===== src/rtl/pulse_meter.sv =====
// Measures low-time and fall-to-fall period of a pulse train, with a profile match flag.
// Optional macro PULSE_METER_SYNC2_EN adds a two-flop input synchroniser.
module pulse_meter #(
  parameter int WIDTH      = 16,
  parameter int EXP_LOW    = 70,
  parameter int EXP_PERIOD = 500,
  parameter int TOL        = 0
) (
  input  logic             Clock,
  input  logic             Reset_n,
  input  logic             Entrada,
  output logic [WIDTH-1:0] LowWidth,
  output logic [WIDTH-1:0] Period,
  output logic             Valid,
  output logic             Match,
  output logic             Timeout
);

  localparam logic [1:0] IDLE = 2'd0;
  localparam logic [1:0] LOW  = 2'd1;
  localparam logic [1:0] HIGH = 2'd2;

  localparam logic [WIDTH-1:0]        CNT_MAX   = '1;
  localparam logic [WIDTH-1:0]        CNT_ONE   = WIDTH'(1);
  localparam logic signed [WIDTH:0]   EXP_LOW_S = (WIDTH+1)'(EXP_LOW);
  localparam logic signed [WIDTH:0]   EXP_PER_S = (WIDTH+1)'(EXP_PERIOD);
  localparam logic signed [WIDTH:0]   TOL_S     = (WIDTH+1)'(TOL);

  logic s;

`ifdef PULSE_METER_SYNC2_EN
  logic [1:0] sync_q, sync_d;
  assign sync_d = {sync_q[0], Entrada};
  assign s      = sync_q[1];

  always_ff @(posedge Clock or negedge Reset_n) begin
    if (!Reset_n) sync_q <= 2'b00;
    else          sync_q <= sync_d;
  end
`else
  assign s = Entrada;
`endif

  logic [1:0]       state_q, state_d;
  logic             prev_q, prev_d;
  logic [WIDTH-1:0] lowcnt_q, lowcnt_d;
  logic [WIDTH-1:0] percnt_q, percnt_d;
  logic [WIDTH-1:0] low_q, low_d;
  logic [WIDTH-1:0] per_q, per_d;
  logic             valid_q, valid_d;
  logic             match_q, match_d;
  logic             timeout_q, timeout_d;

  logic fall, rise;
  assign fall = prev_q & ~s;
  assign rise = ~prev_q & s;

  // Widened signed difference keeps |v - e| free of wrap-around.
  function automatic logic within_tol(input logic [WIDTH-1:0] v, input logic signed [WIDTH:0] e);
    logic signed [WIDTH:0] d;
    d = $signed({1'b0, v}) - e;
    if (d < 0) d = -d;
    return d <= TOL_S;
  endfunction

  always_comb begin
    state_d   = state_q;
    prev_d    = s;
    lowcnt_d  = lowcnt_q;
    percnt_d  = percnt_q;
    low_d     = low_q;
    per_d     = per_q;
    valid_d   = 1'b0;
    match_d   = match_q;
    timeout_d = timeout_q;
    case (state_q)
      IDLE: begin
        if (fall) begin
          lowcnt_d = CNT_ONE;
          percnt_d = CNT_ONE;
          state_d  = LOW;
        end
      end
      LOW: begin
        if (percnt_q == CNT_MAX) begin
          timeout_d = 1'b1;
          lowcnt_d  = '0;
          percnt_d  = '0;
          state_d   = IDLE;
        end else begin
          percnt_d = percnt_q + CNT_ONE;
          if (!s)   lowcnt_d = lowcnt_q + CNT_ONE;
          if (rise) state_d  = HIGH;
        end
      end
      HIGH: begin
        // A terminating fall takes priority over saturation.
        if (fall) begin
          per_d    = percnt_q;
          low_d    = lowcnt_q;
          match_d  = within_tol(lowcnt_q, EXP_LOW_S) && within_tol(percnt_q, EXP_PER_S);
          valid_d  = 1'b1;
          lowcnt_d = CNT_ONE;
          percnt_d = CNT_ONE;
          state_d  = LOW;
        end else if (percnt_q == CNT_MAX) begin
          timeout_d = 1'b1;
          lowcnt_d  = '0;
          percnt_d  = '0;
          state_d   = IDLE;
        end else begin
          percnt_d = percnt_q + CNT_ONE;
        end
      end
      default: state_d = IDLE;
    endcase
  end

  always_ff @(posedge Clock or negedge Reset_n) begin
    if (!Reset_n) begin
      state_q   <= IDLE;
      prev_q    <= 1'b0;
      lowcnt_q  <= '0;
      percnt_q  <= '0;
      low_q     <= '0;
      per_q     <= '0;
      valid_q   <= 1'b0;
      match_q   <= 1'b0;
      timeout_q <= 1'b0;
    end else begin
      state_q   <= state_d;
      prev_q    <= prev_d;
      lowcnt_q  <= lowcnt_d;
      percnt_q  <= percnt_d;
      low_q     <= low_d;
      per_q     <= per_d;
      valid_q   <= valid_d;
      match_q   <= match_d;
      timeout_q <= timeout_d;
    end
  end

  assign LowWidth = low_q;
  assign Period   = per_q;
  assign Valid    = valid_q;
  assign Match    = match_q;
  assign Timeout  = timeout_q;

endmodule


===== config.mk =====
export PLATFORM = sky130hd
export DESIGN_NAME = pulse_meter
export DESIGN_NICKNAME = d
export VERILOG_FILES = /design/src/rtl/pulse_meter.sv
export SDC_FILE = /design/constraint.sdc
export NUM_CORES = 1
export LEC_CHECK = 0
export BUFFER_PORTS_ARGS = -buffer_cell sky130_fd_sc_hd__buf_2
export CORE_MARGIN = 4
export CORE_UTILIZATION = 45
export CTS_CLUSTER_DIAMETER = 40
export DETAILED_ROUTE_END_ITERATION = 12
export SLEW_MARGIN = 30
export SYNTH_ARGS = -nofsm -noshare
export SYNTH_HDL_FRONTEND = slang
export SYNTH_SLANG_ARGS = --single-unit

===== constraint.sdc =====
create_clock -name Clock -period 5.21 [get_ports Clock]
set_input_delay 1.3025 -clock Clock [delete_from_list [all_inputs] [get_ports Clock]]
set_output_delay 1.3025 -clock Clock [all_outputs]
set_load 0.05 [all_outputs]

## Word-level counts from Yosys, hierarchy flattened

Index checks and enable logic that the tools add are counted.

- Bits in registers: 70
- Input bits: 3
- Output and inout bits: 35
- Logic and storage cells: 66

- Add/sub/neg operators: 6
- Magnitude comparators: 4
- Eq/ne operators: 8
- Mux-type cells: 26
- Bitwise logic cells: 4
- Reductions and logical operators: 9

Operators by type and width:

| operator | number |
|---|---|
| 16-bit 2-to-1 mux | 7 |
| 17-bit 2-to-1 mux | 6 |
| 16-bit case mux with 3 select lines | 2 |
| 17-bit by 1-bit less-or-equal comparator with 1-bit output, second input constant | 2 |
| 17-bit by 1-bit less-than comparator with 1-bit output, second input constant | 2 |
| 17-bit negator | 2 |
| 16-bit by 1-bit adder with 16-bit output, second input constant | 2 |
| 16-bit by 7-bit subtractor with 17-bit output, second input constant | 1 |
| 16-bit by 9-bit subtractor with 17-bit output, second input constant | 1 |
| 16-bit == test, second input constant | 1 |
| 2-bit 2-to-1 mux | 5 |
| 3-bit != test, second input constant | 3 |
| 2-bit case mux with 3 select lines | 1 |
| 2-bit AND reduction | 3 |
| 1-bit 2-to-1 mux | 4 |
| 2-bit != test, second input constant | 2 |
| 4-bit AND reduction | 1 |
| 3-bit AND reduction | 1 |
| 3-bit nonzero test | 1 |
| 1-bit AND | 2 |
| 2-bit by 1-bit == test with 1-bit output, second input constant | 1 |
| 2-bit == test, second input constant | 1 |
| 2-bit zero test | 1 |
| 1-bit inverter | 2 |
| 3 further kinds | 3 |

## Logic depth before layout (Yosys ltp)

- Depth in word-level cells: 7
- Mapped depth: 10
- Gate-level depth less buffers: 9

## Worst setup path before layout

OpenSTA, ideal clock, no wires.

- Path type: input-to-reg
- From: input port Entrada
- To: register percnt_q[13]
- Setup time: 0.078 ns
- Arrival: 2.752 ns
- Data required time: 5.132 ns
- Path slack: 2.381 ns
- Cell stages on the path: 7
- Path buffers: 1
- Cells stage by stage: nand2b_1 a21o_1 clkbuf_1 nor3_1 nand4_1 or3_1 a21oi_1

- Word-level cells in the longest chain between the ends: 4
- Elaborated cells between the ends (all ways): 6
- Those cells by class: eq/ne: 1; mux: 2; bitwise: 2; reduce/logical: 1

Ends and longest elaborated chain:

| item | line | text |
|---|---|---|
| from (decl) | 11 | `input logic Entrada,` |
| 1-bit inverter (*) | 55 | `assign fall = prev_q & ~s;` |
| 1-bit AND (*) | 55 |  |
| 16-bit 2-to-1 mux / 2-bit != test (equally long branches) | -- |  |
| 16-bit case mux with 3 select lines / 2-bit AND reduction (equally long branches) | -- |  |
| to (signal assigned) | 134 | `percnt_q <= percnt_d;` |
| to (decl) | 47 | `logic [WIDTH-1:0] percnt_q, percnt_d;` |

Mark *: on every way between the ends. The rest lies on a longest branch, timed or not.
A chain may end at the register's enable or synchronous reset.

## Worst setup path in the final report

- From: register percnt_q[2]
- To: register lowcnt_q[11]

- Word-level cells in the longest chain between the ends: 3
- Elaborated cells between the ends (all ways): 6
- Those cells by class: eq/ne: 3; mux: 2; reduce/logical: 1

Ends and longest elaborated chain:

| item | line | text |
|---|---|---|
| 16-bit == test (*) | 85, 106 |  |
| 3-bit != test (no source line) / 16-bit 2-to-1 mux (equally long branches) | -- |  |
| 4-bit AND reduction (no source line) / 16-bit case mux with 3 select lines (equally long branches) | -- |  |
| to (signal assigned) | 133 | `lowcnt_q <= lowcnt_d;` |
| to (decl) | 46 | `logic [WIDTH-1:0] lowcnt_q, lowcnt_d;` |

Marks and branches as above.

==> results.md <==
* Status: complete, no violations
* Clk_lat worst skew at 0.36 ns
* Post-CTS Setup Bufs at 0
* Dpl hpwl at 6943 um
* Peak VDD IR at roughly 0.00035 V
* Sequential power share at 39.2%
* Worst hold margin at 0.4760 ns
* Period utilization at 58.94%
* EDFF count, synth at 0
* Clock Sinks at 70
* CP required at about 5.4 ns
* Internal Power at ~1.0 mW
* Worst setup path start: percnt_q[2]
* Nets at between 400 and 500
* Pwr Total at ~1.7 mW
* Sw Pwr at 0.6629 mW
* Core ar. at 0.009284 mm^2
* Antenna violations before repair at 0
* CTS Buf Count at 9
* Crit start category: register
* Vias per cell at 5.723
* LEAKAGE at 2.119 nW
* Row cnt at 35
* FF+latch count, synth at 70
* Hold Buf Count CTS at 0
* Cell with the most instances after synthesis: dfrtp_1
* Vias in the first global route at 3,367
* Drt initial violations at 227
* DRC viols at 0
* Measured slew at the worst slew-check pin at roughly 0.7 ns
* CP Buf/Inv Count at 0
* Synth cell count leaders: dfrtp_1 (70), nor2_1 (36), nand2_1 (34)
* # setup viols final at 0
* Family with the most delay on the worst path: compound AO/OA/AOI/OAI gates
* Dpl cell area at between 0.004 and 0.005 mm^2
* Maxcap violations at 0
* Area grow syn2layout at 9.817%
* Endpoint class of the critical path: register
* Die width at around 110 um
* CTS resizes at 0
* DRT Wirelength at slightly below 10,000 um
* Hold Crit Class: reg2reg
* Worst rel slew slack at between 50% and 60%
* Warnings, synthesis at 0
* Layout cells sized above 1 at 19.71%
* Clock power share at between 20% and 30%
* Ys flop type: dfrtp_1
* CTS root buf: clkbuf_8
* Tot GR Track Use at 18.50%
* Cell-by-cell trace of the critical path: ha_1 -> nand4_2 -> or4_4 -> a21oi_4 -> o211ai_1 -> a21oi_2 -> nor2_1
* Max Buffers Root-to-Sink at 2
* Reg-to-reg critical path startpoint: percnt_q[2]
* F_max at between 300 and 400 MHz
* Design Area, Final at 0.004731 mm^2
* Post-synth top area share at 40.66%
* Total grt overflow at 0
* Combinational cell fraction of total power at 33.7%
* Yosys top cell by area: dfrtp_1
* Total die area at 0.01120 mm^2
* Max Slew Vio Count at 0
* Top post-synthesis cells by area: dfrtp_1 (41%), mux2_2 (6.5%), ha_1 (4.1%)
* Syn_nets at between 400 and 500
* First drt pass iteration count at 5
* CTS tree: done
* Critical path peak fanout at 14
* Mapped Area at 0.004308 mm^2
* Ys async rst share at between 90% and 100%
* Syn Area/Cell at between 9 and 10 um^2
* DR WL/cell at between 15 and 20 um
* Cell area power density at 352.9 mW/mm^2
* Final ANT Viol Nets at 0
* Largest net degree at the start of global routing at 43
* Fill cell count at 922
* Final min period at 3.071 ns
* Mapped Cells at 456
* Starting Density at between 40% and 50%
* WP data arrival at ~3.3 ns
* Clock slew at reported path FFs at 0.07 ns
* CP Class: reg2reg
* Fin. Hold Viols at 0
* H-tree levels at 3
* Ports at 38
* Final GP Congestion at 0.8606
* Die height at around 110 um
* First-pass GRT wire length at 16,880 um
* Sw frac at 39.71%
* Port buffer count at 37
* Final setup TNS at 0 ns
* Routed vias at 3,497
* Hold path start: Period[5]
* Clock skew at around 0.014 ns
* Diodes inserted at 0
* Yosys cell types at 70
* Post-synthesis sequential area ratio at 40.66%
* Worst setup margin at ~2.1 ns
* Critical-path top delay cell: or4_4
* Worst stage delay on the critical path at ~0.6 ns
* DP Worst Slack at 1.962 ns
* RSZ-0062 raised after global routing: no
-- path summary, 6_finish.rpt --
check,end,cells past startpoint,slack (ns)
setup reg to reg,lowcnt_q[11],7,2.14
hold / removal,Period[5],2,0.48
setup / recovery,lowcnt_q[11],7,2.14
hold reg to reg,Period[5],2,0.48
max in group asynchronous,lowcnt_q[6],2,3.25
min in group asynchronous,Period[8],1,0.99
-- sequential cells by signal, summed over array words and instances (netlist names) --
signal	cells
LowWidth	16
lowcnt_q	16
state_q	2
percnt_q	16
Period	16
Match	1
Timeout	1
Valid	1
prev_q	1
-- per-layer routing --
metal / up-vias / part of all wire [%] / track usage (%)
li1: 1709 / - / -
met1: 1670 / 49 / 26.82
met2: 99 / 44 / 27.87
met3: 19 / 4.8 / 3.123
met4: 0 / 2.1 / 6.568
met5: - / 0 / 0
-- tightest hold or removal path, stage by stage, from the launching register on --
cell and delay [ns]:
dfrtp_1 0.34, nand2_1 0.04, o21ai_0 0.06
-- logic make-up (layout without fill, tap and decap cells) --
group / after synthesis / in the layout / share of synthesized area (%)
compound gates: 109 / 109 / 17.89
xor+xnor: 28 / 28 / 5.693
fa+ha+maj: 14 / 14 / 4.066
buf+inv: 43 / 69 / 4.444
flops: 70 / 70 / 40.66
mux: 28 / 28 / 7.232
simple gates: 164 / 164 / 20.01
-- stage by stage --
stage	instances	utilization, %
after global placement	595	48.80
final	611	50.96
after global routing	611	50.96
after CTS	611	50.96
after floorplan	456	-
after detailed placement	595	48.80
-- power groups by stage --
stage	clock [mW]	combinational, mW	sequential (mW)
after floorplan	0	0.381	0.716
after global placement	0	0.558	0.662
after detailed placement	0	0.560	0.664
after CTS	0.468	0.566	0.654
after global routing	0.485	0.631	0.664
final	0.453	0.562	0.654
-- cell usage in the layout, fill, tap and decap left out, types with 8 or more instances in the layout --
cell and n:
ha_1 14, or3_1 10, o31ai_1 11, o21ai_0 32, nand2_1 34, a21oi_1 19
dfrtp_1 70, inv_1 14, buf_2 37, nand3_1 19, clkbuf_8 11, nor3_1 16
xnor2_1 20, xor2_1 8, nor2_1 36, mux2_2 25, nor2b_1 9
-- layout make-up --
class	count	area, um^2	area share (%)
Tap cell	129	161.4	3.412
Clock inverter	4	45.04	0.9521
Multi-Input combinational cell	343	2365	49.99
Inverter	14	52.55	1.111
Timing Repair Buffer	39	200.2	4.232
Clock buffer	12	155.1	3.280
Sequential cell	70	1752	37.03
Note: power is estimated with default switching activity, not from simulation.
